$ cat config.mk
export PLATFORM = sky130hd
export DESIGN_NAME = irq_ack_decoder
export DESIGN_NICKNAME = d
export VERILOG_FILES = /design/src/rtl/irq_ack_decoder.sv
export SDC_FILE = /design/constraint.sdc
export NUM_CORES = 1
export LEC_CHECK = 0
export BUFFER_PORTS_ARGS = -buffer_cell sky130_fd_sc_hd__buf_2
export CAP_MARGIN = 5
export CELL_PAD_IN_SITES_DETAIL_PLACEMENT = 0
export CELL_PAD_IN_SITES_GLOBAL_PLACEMENT = 1
export CORE_ASPECT_RATIO = 1.4
export CORE_MARGIN = 2
export CORE_UTILIZATION = 40
export CTS_BUF_LIST = sky130_fd_sc_hd__clkbuf_4
export DETAILED_ROUTE_END_ITERATION = 8
export PLACE_DENSITY_LB_ADDON = 0.1
export SLEW_MARGIN = 10
export SYNTH_ARGS = -nofsm -noshare
export SYNTH_HDL_FRONTEND = slang
export SYNTH_SLANG_ARGS = --single-unit
export TNS_END_PERCENT = 5
$ cat constraint.sdc
create_clock -name clk -period 1.96 [get_ports clk]
set_input_delay 0.196 -clock clk [delete_from_list [all_inputs] [get_ports clk]]
set_output_delay 0.196 -clock clk [all_outputs]
set_load 0.1 [all_outputs]
$ cat src/rtl/irq_ack_decoder.sv
// irq_ack_decoder
//
// Receiving end of an 8-line priority encoder. A 3-bit code {y0,y1,y2}
// (y0 = MSB) is taken through a valid/ready handshake and turned into a
// registered one-hot acknowledge on a0..a7, where line index = 7 - code.
// The acknowledge is held for ACK_CYCLES cycles. An idle gap of GAP_CYCLES
// cycles follows before the next code is accepted. Completed acknowledges
// are counted mod 256.
//
// Parameters
//   ACK_CYCLES  cycles each acknowledge is held (1..15)
//   GAP_CYCLES  idle cycles after an acknowledge before ready returns (0..15)
//
// Ports
//   clk          rising-edge clock
//   rst          synchronous, active-high reset
//   valid        code on y0..y2 is valid this cycle
//   y0, y1, y2   encoded request line, y0 = MSB
//   ready        block can accept a code this cycle (IDLE only)
//   a0..a7       registered one-hot acknowledge, a0 <-> code 111
//   busy         high in ACK or GAP
//   done         one-cycle pulse in the cycle after an acknowledge ends
//   count        completed acknowledges, mod 256
//
// State table
//   state  | meaning
//   S_IDLE | ready for a code, all acknowledges low
//   S_ACK  | one acknowledge line held high, timer counts the hold time
//   S_GAP  | acknowledges low, timer counts the enforced idle gap

module irq_ack_decoder #(
   parameter int unsigned ACK_CYCLES = 4,
   parameter int unsigned GAP_CYCLES = 1
) (
   input  logic       clk,
   input  logic       rst,
   input  logic       valid,
   input  logic       y0,
   input  logic       y1,
   input  logic       y2,
   output logic       ready,
   output logic       a0,
   output logic       a1,
   output logic       a2,
   output logic       a3,
   output logic       a4,
   output logic       a5,
   output logic       a6,
   output logic       a7,
   output logic       busy,
   output logic       done,
   output logic [7:0] count
);

   // Timer load values. The timer is a terminal-count down-counter: a load
   // of N-1 gives N cycles in the state before the exit at timer == 0.
   localparam logic [3:0] ACK_LOAD = 4'(ACK_CYCLES - 1);
   localparam logic [3:0] GAP_LOAD = (GAP_CYCLES == 0) ? 4'd0
                                                       : 4'(GAP_CYCLES - 1);
   localparam logic       HAS_GAP  = (GAP_CYCLES != 0);

   typedef enum logic [1:0] {
      S_IDLE = 2'd0,
      S_ACK  = 2'd1,
      S_GAP  = 2'd2
   } state_t;

   state_t     state;
   state_t     state_nxt;
   logic [3:0] timer;
   logic [3:0] timer_nxt;
   logic [7:0] ack;
   logic [7:0] ack_nxt;
   logic       done_nxt;
   logic [7:0] count_nxt;

   logic [2:0] code;
   logic [2:0] line_idx;

   assign code     = {y0, y1, y2};
   // 7 - code over 3 bits is simply the bitwise complement.
   assign line_idx = ~code;

   // ------------------------------------------------------------------
   // Next-state and next-output logic
   // ------------------------------------------------------------------
   always_comb begin
      state_nxt = state;
      timer_nxt = timer;
      ack_nxt   = ack;
      done_nxt  = 1'b0;
      count_nxt = count;

      case (state)
         S_IDLE: begin
            timer_nxt = 4'd0;
            ack_nxt   = 8'h00;
            if (valid) begin
               ack_nxt   = 8'h01 << line_idx;
               timer_nxt = ACK_LOAD;
               state_nxt = S_ACK;
            end
         end

         S_ACK: begin
            // Inputs are deliberately ignored here; the captured line is
            // held in ack until the timer expires.
            if (timer != 4'd0) begin
               timer_nxt = timer - 4'd1;
            end else begin
               ack_nxt   = 8'h00;
               done_nxt  = 1'b1;
               count_nxt = count + 8'd1;
               if (HAS_GAP) begin
                  timer_nxt = GAP_LOAD;
                  state_nxt = S_GAP;
               end else begin
                  // The done cycle itself is the all-zero separation
                  // between consecutive acknowledges.
                  timer_nxt = 4'd0;
                  state_nxt = S_IDLE;
               end
            end
         end

         S_GAP: begin
            ack_nxt = 8'h00;
            if (timer == 4'd0) begin
               state_nxt = S_IDLE;
            end else begin
               timer_nxt = timer - 4'd1;
            end
         end

         default: begin
            state_nxt = S_IDLE;
            timer_nxt = 4'd0;
            ack_nxt   = 8'h00;
         end
      endcase
   end

   // ------------------------------------------------------------------
   // State and output registers
   // ------------------------------------------------------------------
   always_ff @(posedge clk) begin
      if (rst) begin
         // An aborted acknowledge is neither counted nor signalled.
         state <= S_IDLE;
         timer <= 4'd0;
         ack   <= 8'h00;
         done  <= 1'b0;
         count <= 8'h00;
      end else begin
         state <= state_nxt;
         timer <= timer_nxt;
         ack   <= ack_nxt;
         done  <= done_nxt;
         count <= count_nxt;
      end
   end

   // ------------------------------------------------------------------
   // Decoded outputs
   // ------------------------------------------------------------------
   assign ready = (state == S_IDLE);
   assign busy  = (state == S_ACK) || (state == S_GAP);

   assign a0 = ack[0];
   assign a1 = ack[1];
   assign a2 = ack[2];
   assign a3 = ack[3];
   assign a4 = ack[4];
   assign a5 = ack[5];
   assign a6 = ack[6];
   assign a7 = ack[7];

endmodule

==> impl_metrics.py <==
metrics = {
    "run_status": {
        "outcome": "finished clean",
    },
    "synth": {
        "yosys_warnings": 0,
        "synth_edf_count": 0,
        "synth_top_family_by_area": "simple AND/OR/NAND/NOR gates",
        "ys_top_cells_by_count": "dfxtp_1, a21oi_1, nand3_1, ha_1, inv_1",
        "muxShareOfSynthArea_pct": 1.83,
        "yosysSeqAreaShare_pct": 39.5,
        "ys_ff_latch": 23,
        "synth_xor_area_share_pct": 2.26,
        "yosys.area.top_type": "dfxtp_1",
        "syn-num-nets": 143,
        "ys.flop_type": "dfxtp_1",
        "synth_most_common_cell": "dfxtp_1",
        "synth.area.top_cells": "dfxtp_1, ha_1, a21oi_1",
        "synth_compound_area_share_pct": 16.9,
        "yosys.cell_types.count": 33,
        "syn_area_sq_um": 1160,
        "yosys.area_share.adder_pct": 8.59,
        "ys_async_sr_fraction_pct": 0,
        "synthSimpleGateAreaFrac_pct": 26.1,
        "syn_area_per_cell_sq_um": 9.03,
        "syn_inst": 129,
        "synth_top_area_share_pct": 39.5,
    },
    "floorplan": {
        "start_util_pct": 41.3,
        "dieHeight_um": 67.9,
        "rows": 23,
        "die_area_sq_um": 3370,
        "dieWidth_um": 49.6,
        "core_area_sq_um": 2820,
        "num_io_pins": 25,
    },
    "placed_design": {
        "hpwl_mm": 1.80,
        "place_ws_ns": 0.161,
        "place.gp.congestion": 0.720,
        "io_buffer_count": 24,
    },
    "clock_tree": {
        "cts_setup_buffers": 0,
        "cts_tree": "done",
        "clk_pin_slew_worst_paths_ns": 0.13,
        "numCtsBuffers": 3,
        "clk_path_buf_depth": 2,
        "clk_latency_ns": 0.31,
        "htreeDepth": 1,
        "cts.sinks": 23,
        "root_buffer": "clkbuf_4",
    },
    "sta": {
        "rsz0062_at_grt": "no",
        "slew_headroom_pct": 63.7,
        "setup-violations-final": 0,
        "tightest_slew_ns": 0.542,
        "hold_viol": 0,
        "fin_skew_ns": 0.00749,
        "timing.final.crit_share_pct": 88.5,
        "finalCriticalPeriod_ns": 1.73,
        "finalMaxSlewViolations": 0,
        "fmax_ghz": 0.577,
        "holdWs_ns": 0.179,
        "fin_tns_setup_ns": 0,
        "worst_slack_ns": 0.226,
    },
    "power_and_ir_drop": {
        "power_density_nw_per_um2": 1370,
        "cellLeakagePower_nw": 0.531,
        "peakVddDrop_mv": 1.43,
        "total_power_mw": 1.85,
    },
    "route": {
        "drtAntennaViolNets": 0,
        "dr.pass1.iters": 4,
        "vias": 1026,
        "routed_wl_mm": 2.48,
        "routedWlPerCell_um": 13.1,
        "dr.first_iter.drc_count": 28,
        "drc": 0,
        "viasPerCell": 5.40,
    },
    "global_routing": {
        "grt_max_degree": 30,
        "antenna_found_initial": 0,
        "grt_pass1_wl_mm": 4.31,
        "grt.overflow.total": 0,
        "grt_pass1_vias": 938,
        "track_usage_pct": 16.4,
    },
    "worst_setup_path": {
        "crit_required_ns": 2.21,
        "reg2reg_setup_slack_ns": 0.23,
        "cp.arrival_ns": 1.98,
        "crit_type": "flip-flop to flip-flop",
        "start_kind": "flip-flop",
        "crit_fanout": 11,
        "cp-end-kind": "flip-flop",
    },
    "finish": {
        "area_growth_syn_to_layout_pct": 16.1,
        "diodes": 0,
        "fin_nets": 168,
        "drive_gt1_share_pct": 24.2,
        "finish.utilization_pct": 48.0,
    },
    "job": {
        "cap_violations": 0,
    },
    "hold_path": {
        "hold_class": "input pin to flip-flop",
    },
}
-- layout by cell type, fill, tap and decap left out --
cell type,n
buf_2,24
dfxtp_1,21
a21oi_1,15
nand3_1,11
inv_1,8
ha_1,8
o211ai_1,7
nor2_1,5
o31ai_1,5
nor2b_1,4
nand2_1,4
or4_1,4
or3_1,4
nor4_1,3
clkbuf_4,3
o2111ai_1,2
xnor2_1,2
nand4_1,2
nor3_1,2
nand2b_1,2
dfxtp_2,2
buf_4,2
or3b_4,1
nor3b_2,1
and3b_1,1
and3_1,1
nand4bb_4,1
o21ai_0,1
xor2_1,1
or2_2,1
nand4bb_1,1
o311ai_0,1
mux2i_1,1
mux2_2,1
clkinv_2,1
-- repair_timing --
| item | in CTS | in global routing |
|---|---|---|
| setup endpoints to repair | 0 | 1 |
| hold buffers | 0 | 0 |
| resized for setup | 0 | 1 |
-- cell families after synthesis --
logic type	after synthesis
fa+ha+maj	8
flops	23
compound gates	31
simple gates	48
mux	2
xor+xnor	3
buf+inv	14
-- state kept, by name (all words and copies together) (netlist names) --
signal / cells
ack: 8
count: 8
done: 1
state: 2
timer: 4
-- critical path, stage by stage (launching register included) --
cell	delay (ns)
dfxtp_1	0.38
inv_1	0.10
ha_1	0.24
buf_4	0.19
or2_2	0.33
a21oi_1	0.23
mux2i_1	0.21
-- where the power goes --
| part | internal (mW) | switching (mW) |
|---|---|---|
| clock network | 0.0761 | 0.141 |
| registers | 0.533 | 0.0559 |
| logic | 0.288 | 0.757 |
-- cell type report --
cell class,count,area (sq um)
clock inverters,1,5.00
repair buffers,26,135
clock buffers,3,22.5
multi-input cells,92,651
fillers,302,1470
well taps,37,46.3
flip-flops and latches,23,463
inverters,8,30.0
-- worst paths after layout --
kind / from / endpoint / cells past startpoint
worst max register to register: state[1] / state[0] / 6
worst min register to register: ack[5] / ack[5] / 2
worst max-delay path: state[1] / state[0] / 6
worst min-delay path: y2 / ack[4] / 3
-- through the flow --
| step | instances | area [sq um] |
|---|---|---|
| 2_1_floorplan | 129 | 1170 |
| 3_3_place_gp | 186 | 1320 |
| 3_5_place_dp | 186 | 1320 |
| 4_1_cts | 190 | 1350 |
| 5_1_grt | 190 | 1350 |
| 6_report | 190 | 1350 |
-- routing by layer --
metal / share of wire [%] / track usage, % / up-vias
met4: 0.76 / 6.25 / 0
met5: 0 / 0 / -
met2: 49 / 27.8 / 16
li1: - / - / 523
met1: 47 / 21.3 / 485
met3: 3.6 / 2.40 / 2
(Power assumes the default switching activity.)
